<file path="src/rtl/t_framer_if.sv">
`default_nettype none
// ============================================================================
// t_framer_if : word handshake and serial-line bundle for the t_framer block
// Rev 1.0
// ============================================================================
interface t_framer_if;
  logic [11:0] data_in;
  logic        valid_in;
  logic        ready_out;
  logic        data_out;
  logic        frame_start;
  logic        busy;
  logic [7:0]  frames_sent;

  modport master (
    output data_in, valid_in,
    input  ready_out, data_out, frame_start, busy, frames_sent
  );

  modport slave (
    input  data_in, valid_in,
    output ready_out, data_out, frame_start, busy, frames_sent
  );
endinterface
`default_nettype wire

</file>
<file path="src/rtl/t_framer.sv">
`default_nettype none
// ============================================================================
// t_framer : serial frame transmitter, {SYNC, payload} 16-bit frames MSB first
// Rev 1.0
// ============================================================================
module t_framer #(
  parameter logic [3:0] SYNC     = 4'b1110,
  parameter logic       IDLE_BIT = 1'b0
) (
  input  wire logic clk,
  input  wire logic rst,
  t_framer_if.slave bus
);

  typedef enum logic [0:0] {
    ST_IDLE = 1'b0,
    ST_SEND = 1'b1
  } state_t;

  state_t      state_q, state_d;
  logic [11:0] hold_q, hold_d;
  logic        hold_full_q, hold_full_d;
  logic [15:0] shift_q, shift_d;
  logic [3:0]  bit_cnt_q, bit_cnt_d;
  logic [7:0]  frames_q, frames_d;
  logic        ready_q, ready_d;
  logic        data_out_q, data_out_d;
  logic        frame_start_q, frame_start_d;
  logic        busy_q, busy_d;

  logic        w_accept;
  logic        w_frame_end;
  logic        w_load;

  assign w_accept    = bus.valid_in && ready_q;
  assign w_frame_end = (state_q == ST_SEND) && (bit_cnt_q == 4'd0);
  // A load always consumes the old hold_q; a same-edge accept refills it.
  assign w_load      = hold_full_q && ((state_q == ST_IDLE) || w_frame_end);

  always_ff @(posedge clk or negedge rst) begin
    if (!rst) begin
      state_q       <= ST_IDLE;
      hold_q        <= 12'd0;
      hold_full_q   <= 1'b0;
      shift_q       <= 16'd0;
      bit_cnt_q     <= 4'd0;
      frames_q      <= 8'd0;
      ready_q       <= 1'b0;
      data_out_q    <= IDLE_BIT;
      frame_start_q <= 1'b0;
      busy_q        <= 1'b0;
    end else begin
      state_q       <= state_d;
      hold_q        <= hold_d;
      hold_full_q   <= hold_full_d;
      shift_q       <= shift_d;
      bit_cnt_q     <= bit_cnt_d;
      frames_q      <= frames_d;
      ready_q       <= ready_d;
      data_out_q    <= data_out_d;
      frame_start_q <= frame_start_d;
      busy_q        <= busy_d;
    end
  end

  always_comb begin
    state_d       = state_q;
    hold_d        = hold_q;
    hold_full_d   = hold_full_q;
    shift_d       = shift_q;
    bit_cnt_d     = bit_cnt_q;
    frames_d      = frames_q;

    if (w_accept) begin
      hold_d = bus.data_in;
    end
    hold_full_d = w_accept || (hold_full_q && !w_load);

    case (state_q)
      ST_IDLE: begin
        if (w_load) begin
          shift_d   = {SYNC, hold_q};
          bit_cnt_d = 4'd15;
          state_d   = ST_SEND;
        end
      end
      ST_SEND: begin
        if (w_frame_end) begin
          frames_d = frames_q + 8'd1;
          if (w_load) begin
            shift_d   = {SYNC, hold_q};
            bit_cnt_d = 4'd15;
          end else begin
            state_d = ST_IDLE;
          end
        end else begin
          shift_d   = {shift_q[14:0], 1'b0};
          bit_cnt_d = bit_cnt_q - 4'd1;
        end
      end
      default: begin
        state_d = ST_IDLE;
      end
    endcase

    // Line outputs are registered from the next state so they align with shift_q.
    ready_d       = !hold_full_d;
    frame_start_d = w_load;
    busy_d        = (state_d == ST_SEND);
    data_out_d    = (state_d == ST_SEND) ? shift_d[15] : IDLE_BIT;
  end

  assign bus.ready_out   = ready_q;
  assign bus.data_out    = data_out_q;
  assign bus.frame_start = frame_start_q;
  assign bus.busy        = busy_q;
  assign bus.frames_sent = frames_q;

endmodule
`default_nettype wire

</file>
<file path="src/flat_wrapper.sv">
// flat-port wrapper written by rule: the top's interface ports become plain ports
module t_framer_flat 
#(
  parameter logic [3:0] SYNC     = 4'b1110,
  parameter logic       IDLE_BIT = 1'b0
)
  (clk, rst, bus_data_in, bus_valid_in, bus_ready_out, bus_data_out, bus_frame_start, bus_busy, bus_frames_sent);
  t_framer_if bus_i ();
  input  wire logic clk;
  input  wire logic rst;
  input wire logic [$bits(bus_i.data_in)-1:0] bus_data_in;
  input wire logic [$bits(bus_i.valid_in)-1:0] bus_valid_in;
  output wire logic [$bits(bus_i.ready_out)-1:0] bus_ready_out;
  output wire logic [$bits(bus_i.data_out)-1:0] bus_data_out;
  output wire logic [$bits(bus_i.frame_start)-1:0] bus_frame_start;
  output wire logic [$bits(bus_i.busy)-1:0] bus_busy;
  output wire logic [$bits(bus_i.frames_sent)-1:0] bus_frames_sent;
  assign bus_i.data_in = bus_data_in;
  assign bus_i.valid_in = bus_valid_in;
  assign bus_ready_out = bus_i.ready_out;
  assign bus_data_out = bus_i.data_out;
  assign bus_frame_start = bus_i.frame_start;
  assign bus_busy = bus_i.busy;
  assign bus_frames_sent = bus_i.frames_sent;
  t_framer #(.SYNC(SYNC), .IDLE_BIT(IDLE_BIT)) u_core (.clk(clk), .rst(rst), .bus(bus_i));
endmodule
</file>
<file path="config.mk">
export PLATFORM = sky130hd
export DESIGN_NAME = t_framer_flat
export DESIGN_NICKNAME = d
export VERILOG_FILES = /design/src/rtl/t_framer_if.sv /design/src/rtl/t_framer.sv /design/src/flat_wrapper.sv
export SDC_FILE = /design/constraint.sdc
export NUM_CORES = 1
export LEC_CHECK = 0
export BUFFER_PORTS_ARGS = -buffer_cell sky130_fd_sc_hd__buf_2
export CAP_MARGIN = 20
export CORE_ASPECT_RATIO = 1.2
export CORE_MARGIN = 4
export CORE_UTILIZATION = 50
export CTS_CLUSTER_SIZE = 16
export DETAILED_ROUTE_END_ITERATION = 10
export GPL_TIMING_DRIVEN = 0
export PLACE_DENSITY = 0.8
export SYNTH_ARGS = -nofsm -noshare
export SYNTH_HDL_FRONTEND = slang
export SYNTH_SLANG_ARGS = --single-unit
</file>
<file path="constraint.sdc">
create_clock -name clk -period 1.5 [get_ports clk]
set_input_delay 0.3 -clock clk [delete_from_list [all_inputs] [get_ports clk]]
set_output_delay 0.3 -clock clk [all_outputs]
set_load 0.005 [all_outputs]
</file>
=== After elaboration in Yosys (flattened, before gate mapping) ===
Cells that the tools add are included.

* Flip-flop bits (word level): 45
* Bits of input ports: 15
* Output and inout port bits: 12
* Word-level logic and storage cells: 32

* $add $sub $neg: 2
* Muxes and demuxes: 10
* Bitwise operators: 1
* Reductions and logical operators: 10

{| class="wikitable"
|+ Operators with widths
! cell !! number
|-
| 2-to-1 mux 16 bit || 2
|-
| case mux 16 bit (2 select lines) || 1
|-
| adder 8 x 1 -> 8 bit (second input constant) || 1
|-
| 2-to-1 mux 4 bit || 2
|-
| case mux 4 bit (2 select lines) || 1
|-
| logical AND 1 bit || 4
|-
| logical NOT 4 bit || 1
|-
| subtractor 4 x 1 -> 4 bit (second input constant) || 1
|-
| 2-to-1 mux 1 bit || 3
|-
| logical NOT 1 bit || 2
|-
| logical OR 1 bit || 2
|-
| case mux 1 bit (2 select lines) || 1
|-
| AND reduction 2 bit || 1
|-
| inverter 1 bit || 1
|}

=== Longest topological paths before layout ===
Gate-level depths: netlist of the first run.

* Depth in word-level cells: 8
* Depth in mapped cells: 6
* Depth with buffers taken out: 5

=== Worst setup path before layout of the first run ===
Ideal clock, no wire load.

* Path type: reg-to-reg
* Start point: register u_core.bit_cnt_q[0]
* End point: register u_core.shift_q[10]
* Library setup time: 0.125 ns
* Arrival time: 1.507 ns
* Required time: 1.375 ns
* Slack: -0.132 ns
* Cell stages (with the launch flop): 7
* Path buffers: 1
* Clock period less this slack: 1.632 ns
* Cell sequence: dfrtp_1 -> inv_1 -> ha_1 -> nand2b_4 -> o21ai_4 -> buf_6 -> mux2_2

* Longest elaborated chain between the ends: 7

{| class="wikitable"
|+ RTL lines
! element !! line !! text
|-
| start: declaration || t_framer.sv:24 || <nowiki>logic [3:0] bit_cnt_q, bit_cnt_d;</nowiki>
|-
| start signal: assignment || t_framer.sv:57 || <nowiki>bit_cnt_q <= bit_cnt_d;</nowiki>
|-
| logical NOT 4 bit * || t_framer.sv:36 || <nowiki>assign w_frame_end = (state_q == ST_SEND) && (bit_cnt_q == 4'd0);</nowiki>
|-
| logical AND 1 bit * || t_framer.sv:36 ||
|-
| logical OR 1 bit || t_framer.sv:38 || <nowiki>assign w_load = hold_full_q && ((state_q == ST_IDLE) || w_frame_end);</nowiki>
|-
| logical AND 1 bit || t_framer.sv:38 ||
|-
| 2-to-1 mux 16 bit || n/a ||
|-
| 2-to-1 mux 16 bit || t_framer.sv:88 || <nowiki>if (w_frame_end) begin</nowiki>
|-
| case mux 16 bit (2 select lines) * || t_framer.sv:79 || <nowiki>case (state_q)</nowiki>
|-
| via u_core.shift_d[10] || t_framer.sv:23 || <nowiki>logic [15:0] shift_q, shift_d;</nowiki>
|-
| end signal: assignment || t_framer.sv:56 || <nowiki>shift_q <= shift_d;</nowiki>
|-
| end: declaration || t_framer.sv:23 ||
|}

The timed path passes the listed nets; every way through them passes the cells marked *.
A chain may end at the register's enable or synchronous reset.

=== Worst setup path in the final report of the first run ===
* Start point: register u_core.bit_cnt_q[0]
* End point: register u_core.shift_q[1]

Same word-level chain as after synthesis.

==> results.md, run 1 <==
* **status** complete, but fails checks
* **failing checks** setup timing
* **worst voltage drop across the vdd grid** 0.877 mV
* **Crit-path slowest cell** sky130_fd_sc_hd__dfrtp_1
* **Finish-stage setup viols** 2
* **CP peak stage delay** 400 ps
* **Post-Syn Area per Cell** 13.4 µm²
* **clock latency on the worst-skew pair** 300 ps
* **dominant synthesized flop cell** sky130_fd_sc_hd__dfrtp_1
* **wire length of the first global-routing pass** 6090 µm
* **required time worst endpoint** 1680 ps
* **Slew @ Worst Pin** 929 ps
* **Lkg Pwr** 1.17 nW
* **Layout Cells excl Fill** 245
* **share of layout cells above drive strength 1** 50.3%
* **Synth area leaders** sky130_fd_sc_hd__dfrtp_1, sky130_fd_sc_hd__mux2_2, sky130_fd_sc_hd__xnor2_1
* **worst path cell trace** inv_2 -> ha_4 -> nand2b_4 -> o21ai_4 -> buf_6 -> mux2_2
* **DR pass1 iterations** 4
* **cell class contributing the biggest share of worst-path delay** flip-flops
* **largest net degree at the start of global routing** 45
* **unrepaired setup endpoints after global routing** true
* **share of the core filled with cells** 65.3%
* **share of flip-flops with an asynchronous set or reset after synthesis** 100%
* **starting density of the core** 53.0%
* **remaining number of nets flagged by the antenna check after routing** 0
* **Worst Setup Path Type** reg2reg
* **total routed wirelength** 3610 µm
* **number of antenna violations at the first check in global routing** 0
* **Total GRT Usage** 16.0%
* **launching element type of the critical path** flop
* **placeable core region** 3690 µm²
* **Final Hold Fails** 0
* **area of the multi-input gates** 827 µm²
* **sequential cell area in the final layout** 1100 µm²
* **final period utilization** 100%
* **count of buffers from port buffering** 26
* **Syn. warnings** 0
* **sequential area share after synthesis** 56.3%
* **cell count after synthesis** 146
* **maximum frequency from static timing analysis** 666 MHz
* **vias per std cell** 5.17
* **dpl ws** -225 ps
* **total global routing overflow** 0
* **net count after synthesis** 164
* **final slew viol count** 0
* **fill cell total of the finished layout** 279
* **via count of the first global-routing pass** 1351
* **Chip Width** 65.1 µm
* **clock input transition at the sequential cells of the worst setup and hold paths** 80 ps
* **worst max-slew margin expressed relative to the limit** 38.0%
* **Setup Skew** 6.37 ps
* **weighted congestion at the end of routability-driven global placement** 0.720
* **die area** 4980 µm²
* **clk sink count** 44
* **area growth from synthesis to layout** 23.3%
* **number of flip-flops and latches in the synthesized netlist** 44
* **DP Wirelength** 2390 µm
* **worst min path class** in2async
* **maximum fanout along the worst path** 4
* **TritonCTS Buffers** 5
* **overall die height** 76.5 µm
* **Final Net Count** 210
* **cell accounting for the most synthesized area** sky130_fd_sc_hd__dfrtp_1
* **Mapped Area** 1960 µm²
* **clock tree from TritonCTS** built
* **unique cell type count in the Yosys netlist** 29
* **number of placed cells counting well taps** 224
* **boundary pin count** 27
* **Root Buffer** sky130_fd_sc_hd__clkbuf_8
* **arrival time at the worst endpoint** 1680 ps
* **post-layout total power** 4.36 mW
* **row cnt** 24
* **deepest level of the CTS H-tree** 2
* **type of destination of the critical path** flop
* **number of flops mapped to enable cells by yosys** 0
* **WL/cell** 14.7 µm
* **CP bufs+invs** 2
* **top cell type's share of synthesized area** 56.3%
* **drt drc** 0
* **number of maximum-capacitance constraint violations** 0
* **largest buffer count on any clock path** 2
* **vias** 1266
* **PwrDens** 1810 nW/µm²
* **drt initial violations** 40
* **time the final worst path needs with I/O delays and setup** 1500 ps
* **antenna cell count** 0
* **crit path setup slack, layout** -1.48 ps
## path summary, 6_finish.rpt
kind | from | endpoint | slack [ps] | cells after the start
min reg2reg | u_core.bus.frames_sent[7] | u_core.bus.frames_sent[7] | 470 | 1
max reg2reg | u_core.bit_cnt_q[0] | u_core.shift_q[1] | -1 | 6
min in group clk | bus_data_in[6] | u_core.hold_q[6] | 230 | 2
min | rst | u_core.bus.frames_sent[4] | 130 | 1
max in group asynchronous | rst | u_core.hold_q[1] | 780 | 1
max | u_core.bit_cnt_q[0] | u_core.shift_q[1] | -1 | 6
## cell usage in the layout, fill, tap and decap left out, drive strengths merged, types with 2 or more instances in the layout
cell and n:
buf 45, nand2 6, mux2 35, o211ai 2, o21ai 3, ha 3
nor2 7, and3 2, xnor2 6, a211oi 2, inv 7, clkinv 2
nand4 4, dfrtp 44, a21oi 2, mux2i 5, nand2b 2, clkbuf 7
## cells by family after synthesis
kind of cell	share of synthesized area (%)
multiplexers	22.7
buffers and inverters	3.90
flip-flops	56.3
adder cells (fa/ha/maj)	1.92
XOR/XNOR	3.13
AND/OR/NAND/NOR	6.65
AO/OA/AOI/OAI	5.44
## flip-flops by register name, indices dropped and copies added, names as in the netlist
signal / flops
u_core.state_q: 1
u_core.bus.ready_out: 1
u_core.hold_full_q: 1
u_core.bus.frames_sent: 8
u_core.bus.data_out: 1
u_core.bit_cnt_q: 4
u_core.shift_q: 15
u_core.bus.frame_start: 1
u_core.hold_q: 12
## report_power, final
part	leakage [nW]	switching (mW)	total, mW	internal, mW
clock network	0.0510	0.384	0.751	0.367
logic	0.563	0.695	1.72	1.03
registers	0.553	0.266	1.89	1.62
total	1.17	1.34	4.36	3.02
## metal layers
layer  global-route usage [%]  part of all wire (%)  routed length, µm
met5                        0                     0                  0
met4                     9.96                   3.1                111
met3                     4.72                   4.5                162
met2                     26.6                    53               1930
met1                     17.7                    39               1410
## timing repair
| action | CTS | global route |
|---|---|---|
| hold buffers | 0 | 0 |
| buffers inserted | 10 | 3 |
| endpoints found under the setup margin | 16 | 16 |
| pin swaps | 2 | 0 |
| cloned | 0 | 0 |
| gates resized for setup | 2 | 7 |
## cell usage after synthesis (all sizes together) (3+ instances only)
cell type	instances
buf	7
dfrtp	44
ha	3
inv	7
mux2	35
mux2i	5
nand2	6
nand4	4
nor2	7
o21ai	3
xnor2	6
## per-stage QoR
| step | instance area, µm² | setup TNS, ps | hold slack [ps] |
|---|---|---|---|
| final | 2410 | -2.20 | 134 |
| after floorplan | 1980 | -199 | 4.41 |
| after global placement | 2180 | -1330 | 458 |
| after detailed placement | 2180 | -1740 | 459 |
| after CTS | 2370 | 0 | 165 |
| after global routing | 2410 | -312 | 207 |
## final cells by class
class,count,area share [%]
clock inverters,2,0.415
inverters,7,1.09
well taps,52,2.70
repair buffers,39,10.3
flip-flops and latches,44,45.6
multi-input cells,88,34.3
plain buffers,7,2.18
clock buffers,6,3.42
## worst reg2reg max path, delay by kind of cell (launching register included)
family	cells	cell delay, ps
and+or+nand+nor	1	60
muxes	1	330
DFF	1	400
adders and majority gates	1	150
buffers and inverters	2	240
AOI/OAI and AO/OA	1	190
Power figures use the tool's default switching activity.
==> inputs of run 2 (changes only) <==
==> constraint.sdc (replaced) <==
create_clock -name clk -period 1.5 [get_ports clk]
set_input_delay 0.075 -clock clk [delete_from_list [all_inputs] [get_ports clk]]
set_output_delay 0.075 -clock clk [all_outputs]
set_load 0.005 [all_outputs]
==> run 2 against run 1 <==
  * The run still ends with setup timing left
  * Sequential share of layout area fell by 1.1 points
  * Register-to-register slack barely moved
  * Critical path type unchanged
  * Setup slack barely moved
  * Power rose by 0.27%
  * Sequential power barely moved
  * Non-clock buffer count rose by 6
  * Via count rose by 1.6%
  * Routed wire length rose by 0.94%
==> results.md, run 2 (synthesis results as in run 1) <==
* **share of the core filled with cells** 66.9%
* **clock input transition at the sequential cells of the worst setup and hold paths** 80 ps
* **largest net degree at the start of global routing** 45
* **Layout Cells excl Fill** 251
* **weighted congestion at the end of routability-driven global placement** 0.720
* **final hold slack** 9.55 ps
* **DP Wirelength** 2390 µm
* **number of maximum-capacitance constraint violations** 0
* **vias per std cell** 5.12
* **arrival time at the worst endpoint** 1680 ps
* **boundary pin count** 27
* **number of placed cells counting well taps** 224
* **Root Buffer** sky130_fd_sc_hd__clkbuf_8
* **failing checks** setup timing
* **deepest level of the CTS H-tree** 2
* **max reg flops** 15
* **largest buffer count on any clock path** 2
* **total routed wirelength** 3650 µm
* **count of buffers from port buffering** 26
* **crit path setup slack, layout** -1.49 ps
* **final period utilization** 100%
* **worst voltage drop across the vdd grid** 0.888 mV
* **required time worst endpoint** 1680 ps
* **time the final worst path needs with I/O delays and setup** 1500 ps
* **Setup Skew** 6.43 ps
* **maximum frequency from static timing analysis** 666 MHz
* **type of destination of the critical path** flop
* **WL/cell** 14.5 µm
* **status** complete, but fails checks
* **Slew @ Worst Pin** 931 ps
* **wire length of the first global-routing pass** 6190 µm
* **total global routing overflow** 0
* **via count of the first global-routing pass** 1379
* **worst min path class** in2reg
* **maximum fanout along the worst path** 4
* **vias** 1286
* **Finish-stage setup viols** 1
* **post-layout total power** 4.37 mW
* **leading cell type in the layout, fill and taps excluded** sky130_fd_sc_hd__dfrtp_1
* **most used cells in the layout excluding fill and tap cells** sky130_fd_sc_hd__dfrtp_1, sky130_fd_sc_hd__buf_2, sky130_fd_sc_hd__mux2_2, sky130_fd_sc_hd__buf_4, sky130_fd_sc_hd__mux2_4
* **clock latency on the worst-skew pair** 300 ps
* **Final Hold Fails** 0
* **drt initial violations** 53
* **Total GRT Usage** 16.3%
* **area growth from synthesis to layout** 26.3%
* **remaining number of nets flagged by the antenna check after routing** 0
* **starting density of the core** 53.0%
* **worst max-slew margin expressed relative to the limit** 38.0%
* **antenna cell count** 0
* **final slew viol count** 0
* **clk sink count** 44
* **drt drc** 0
* **DR pass1 iterations** 4
* **TritonCTS Buffers** 5
* **Chip Width** 65.1 µm
* **overall die height** 76.5 µm
* **unrepaired setup endpoints after global routing** true
* **share of layout cells above drive strength 1** 48.7%
* **row cnt** 24
* **Final Net Count** 216
* **most flop-heavy register** u_core.shift_q
* **number of antenna violations at the first check in global routing** 0
* **die area** 4980 µm²
* **PwrDens** 1770 nW/µm²
* **placeable core region** 3690 µm²
* **clock tree from TritonCTS** built
* **Worst Setup Path Type** reg2reg
* **launching element type of the critical path** flop
* **Lkg Pwr** 1.19 nW
[run 2: cell types whose count changed in the layout (fill, tap and decap cells not counted), sizes merged]
cell         before  now
dlygate4sd3       0    6
[run 2: stage by stage]
stage / setup WS (ps) / area, µm² / setup TNS [ps]
floorplan: -49.7 / 1980 / -199
global placement: -207 / 2180 / -1330
detailed placement: -225 / 2180 / -1740
CTS: 15.4 / 2430 / 0
global route: -43.9 / 2470 / -312
finish: -1.49 / 2470 / -1.49
[run 2: routing by layer]
metal | wire [µm] | global-route usage [%] | vias up
li1 | - | - | 610
met4 | 111 | 9.96 | 0
met2 | 1940 | 27.5 | 29
met5 | 0 | 0 | -
met3 | 147 | 4.57 | 10
met1 | 1440 | 17.8 | 637
[run 2: final cells by class]
cell class	count	area [µm²]
plain buffers	7	52.6
clock buffers	6	82.6
clock inverters	2	10.0
fillers	269	1220
inverters	7	26.3
multi-input cells	88	827
flip-flops and latches	44	1100
well taps	52	65.1
repair buffers	45	308
[run 2: report_power, final]
part	leakage, nW	internal, mW	total [mW]	switching [mW]
clock	0.0510	0.367	0.751	0.383
sequential	0.553	1.62	1.88	0.264
combinational	0.588	1.04	1.74	0.698
[run 2: path summary, 6_finish.rpt]
kind / slack [ps] / startpoint / end / depth (start not counted)
min: 10 / bus_data_in[7] / u_core.hold_q[7] / 2
max in group asynchronous: 450 / rst / u_core.hold_q[1] / 2
max reg2reg: -1 / u_core.bit_cnt_q[0] / u_core.shift_q[1] / 6
max: -1 / u_core.bit_cnt_q[0] / u_core.shift_q[1] / 6
min reg2reg: 470 / u_core.bus.frames_sent[7] / u_core.bus.frames_sent[7] / 1
min in group asynchronous: 460 / rst / u_core.bus.frames_sent[4] / 2
[run 2: timing repair]
item / CTS / global route
setup endpoints to repair: 16 / 16
resized for setup: 2 / 7
setup buffers: 10 / 3
pin swaps: 2 / 0
hold buffers: 6 / 0
hold endpoints to repair: 49 / 0
[run 2: critical path, stage by stage (launching register included)]
cell and delay [ps]:
sky130_fd_sc_hd__dfrtp_1 400, sky130_fd_sc_hd__inv_2 90, sky130_fd_sc_hd__ha_4 150, sky130_fd_sc_hd__nand2b_4 60, sky130_fd_sc_hd__o21ai_4 190, sky130_fd_sc_hd__buf_6 150
sky130_fd_sc_hd__mux2_2 330
==> inputs of run 3 (changes only) <==
--- a/config.mk
+++ b/config.mk
@@ -12,8 +12,8 @@
 export CORE_UTILIZATION = 50
 export CTS_CLUSTER_SIZE = 16
 export DETAILED_ROUTE_END_ITERATION = 10
-export GPL_TIMING_DRIVEN = 0
 export PLACE_DENSITY = 0.8
+export SLEW_MARGIN = 20
 export SYNTH_ARGS = -nofsm -noshare
 export SYNTH_HDL_FRONTEND = slang
 export SYNTH_SLANG_ARGS = --single-unit
==> run 3 against run 2 <==
  * The flow still finishes with violations (setup timing)
  * Sequential power about the same
  * Critical path depth unchanged
  * Setup slack worse by 9.1 ps
  * Global-route usage up 0.056 points
  * First-iteration DRC count down 11%
  * Utilization down 1.0 points
  * Maximum frequency down 0.60%
  * Highest routed layer unchanged
  * Sequential share of layout area up 0.69 points
  * Cell area down 1.5%
  * Hold slack worse by 1.0 ps
  * Count of clock-buffer cells in the layout up 2
==> results.md, run 3 (synthesis results as in run 1) <==
* **status** complete, but fails checks
* **failing checks** setup timing
* **via count of the first global-routing pass** 1389
* **WHS Path Cells** 2
* **vias per std cell** 5.10
* **arrival time at the worst endpoint** 1690 ps
* **Setup TNS** -10.5 ps
* **Net Switching** 1.33 mW
* **Setup Skew** 7.53 ps
* **PwrDens** 1790 nW/µm²
* **drt initial violations** 47
* **clk sink count** 44
* **deepest level of the CTS H-tree** 2
* **first element of the critical path** u_core.bit_cnt_q[0]
* **sequential cell area in the final layout** 1100 µm²
* **Root Buffer** sky130_fd_sc_hd__clkbuf_8
* **Lkg Pwr** 1.17 nW
* **worst max-slew margin expressed relative to the limit** 77.7%
* **starting density of the core** 53.0%
* **DP Wirelength** 2640 µm
* **start point of the worst hold path** bus_data_in[11]
* **largest net degree at the start of global routing** 20
* **clock latency on the worst-skew pair** 300 ps
* **number of antenna violations at the first check in global routing** 0
* **wire length of the first global-routing pass** 6240 µm
* **portion of total power attributed to sequential cells** 43.8%
* **area of the multi-input gates** 833 µm²
* **area after detailed placement** 2230 µm²
* **weighted congestion at the end of routability-driven global placement** 0.721
* **placeable core region** 3690 µm²
* **Slew @ Worst Pin** 335 ps
* **TritonCTS Buffers** 5
* **antenna cell count** 0
* **number of placed cells counting well taps** 229
* **remaining number of nets flagged by the antenna check after routing** 0
* **Finish-stage setup viols** 1
* **Final Hold Fails** 0
* **required time worst endpoint** 1680 ps
* **Layout Cells excl Fill** 245
* **area of all placed cells without fillers** 2430 µm²
* **most flop-heavy register** u_core.shift_q
* **vias** 1249
* **area growth from synthesis to layout** 24.4%
* **count of buffers from port buffering** 26
* **met2 track demand over resource in global routing** 28.9%
* **clock tree from TritonCTS** built
* **total routed wirelength** 3690 µm
* **largest buffer count on any clock path** 2
* **final slew viol count** 0
* **clock power share** 17.3%
* **Worst Setup Path Type** reg2reg
* **max reg flops** 15
* **drt drc** 0
* **number of maximum-capacitance constraint violations** 0
* **WL/cell** 15.1 µm
* **final period utilization** 101%
* **switching share of total power** 30.6%
* **setup slack on the worst flop-to-flop path** -10 ps
* **Logic pwr share** 38.9%
* **clock input transition at the sequential cells of the worst setup and hold paths** 80 ps
* **met1 capacity usage during global routing** 18.0%
* **overall die height** 76.5 µm
* **boundary pin count** 27
* **maximum fanout along the worst path** 6
* **maximum frequency from static timing analysis** 662 MHz
* **worst voltage drop across the vdd grid** 0.855 mV
* **most congested layer reported by global routing** met2
* **Total GRT Usage** 16.4%
* **share of layout cells above drive strength 1** 47.7%
* **worst min path class** in2reg
* **internal power summed over all cells** 3.02 mW
* **die area** 4980 µm²
* **unrepaired setup endpoints after global routing** true
* **Register-to-Register Path Depth** 6
* **launching element type of the critical path** flop
* **time the final worst path needs with I/O delays and setup** 1510 ps
* **Chip Width** 65.1 µm
* **leading cell type in the layout, fill and taps excluded** sky130_fd_sc_hd__dfrtp_1
* **DR pass1 iterations** 3
* **most used cells in the layout excluding fill and tap cells** sky130_fd_sc_hd__dfrtp_1, sky130_fd_sc_hd__buf_2, sky130_fd_sc_hd__mux2_2, sky130_fd_sc_hd__buf_4, sky130_fd_sc_hd__mux2_4
* **total global routing overflow** 0
* **start of the worst register-to-register path** u_core.bit_cnt_q[0]
* **row cnt** 24
* **fraction of met3 tracks used by global routing** 4.28%
* **fill cell total of the finished layout** 274
* **crit path setup slack, layout** -10.5 ps
* **type of destination of the critical path** flop
* **Final Net Count** 210
run 3: final cells by class:
cell class                      instances  share of cell area [%]
Tap cell                               52                    2.67
Sequential cell                        44                    45.2
Inverter                                7                    1.08
Multi-Input combinational cell         88                    34.2
Clock buffer                            8                    3.70
Timing Repair Buffer                   46                    13.1
run 3: final timing paths:
path,to
worst max-delay path,u_core.shift_q[3]
worst min-delay path,u_core.hold_q[11]
worst max register to register,u_core.shift_q[3]
worst min register to register,u_core.bus.frames_sent[7]
max in group asynchronous,u_core.hold_q[1]
min in group asynchronous,u_core.bus.frames_sent[4]
run 3: worst max-delay path, cell delays in order (launching register included):
cell and delay (ps):
sky130_fd_sc_hd__dfrtp_1 400, sky130_fd_sc_hd__inv_2 80, sky130_fd_sc_hd__ha_4 160, sky130_fd_sc_hd__nand2b_4 60, sky130_fd_sc_hd__o21ai_4 190, sky130_fd_sc_hd__clkbuf_16 190
sky130_fd_sc_hd__mux2_4 310
run 3: stage by stage:
step	hold WS, ps	worst slack (ps)	power (mW)	util, %
finish	8.53	-10.5	4.35	65.9
global route	11.2	-62.5	4.65	65.9
floorplan	-221	-49.7	2.96	-
CTS	1.33	12.4	4.26	63.7
detailed placement	-1.77	-2.42	3.46	60.4
global placement	-8.33	52.1	3.32	60.4
run 3: routing by layer:
layer	vias to the layer above	part of all wire, %
met5	-	0
met3	9	3.7
met1	615	39
li1	600	-
met2	25	55
met4	0	2.3
run 3: repair_timing:
item,in CTS,in global routing
pin swaps,0,2
hold buffers,1,1
endpoints found under the setup margin,3,15
hold endpoints to repair,14,1
setup buffers,2,3
gates resized for setup,1,7
cloned,0,1
run 3: power by group through the flow:
stage	registers [mW]	logic [mW]	clock network [mW]
floorplan	1.83	1.13	0
global placement	1.89	1.43	0
detailed placement	1.92	1.54	0
CTS	1.91	1.57	0.780
global route	1.96	1.86	0.840
finish	1.91	1.69	0.752
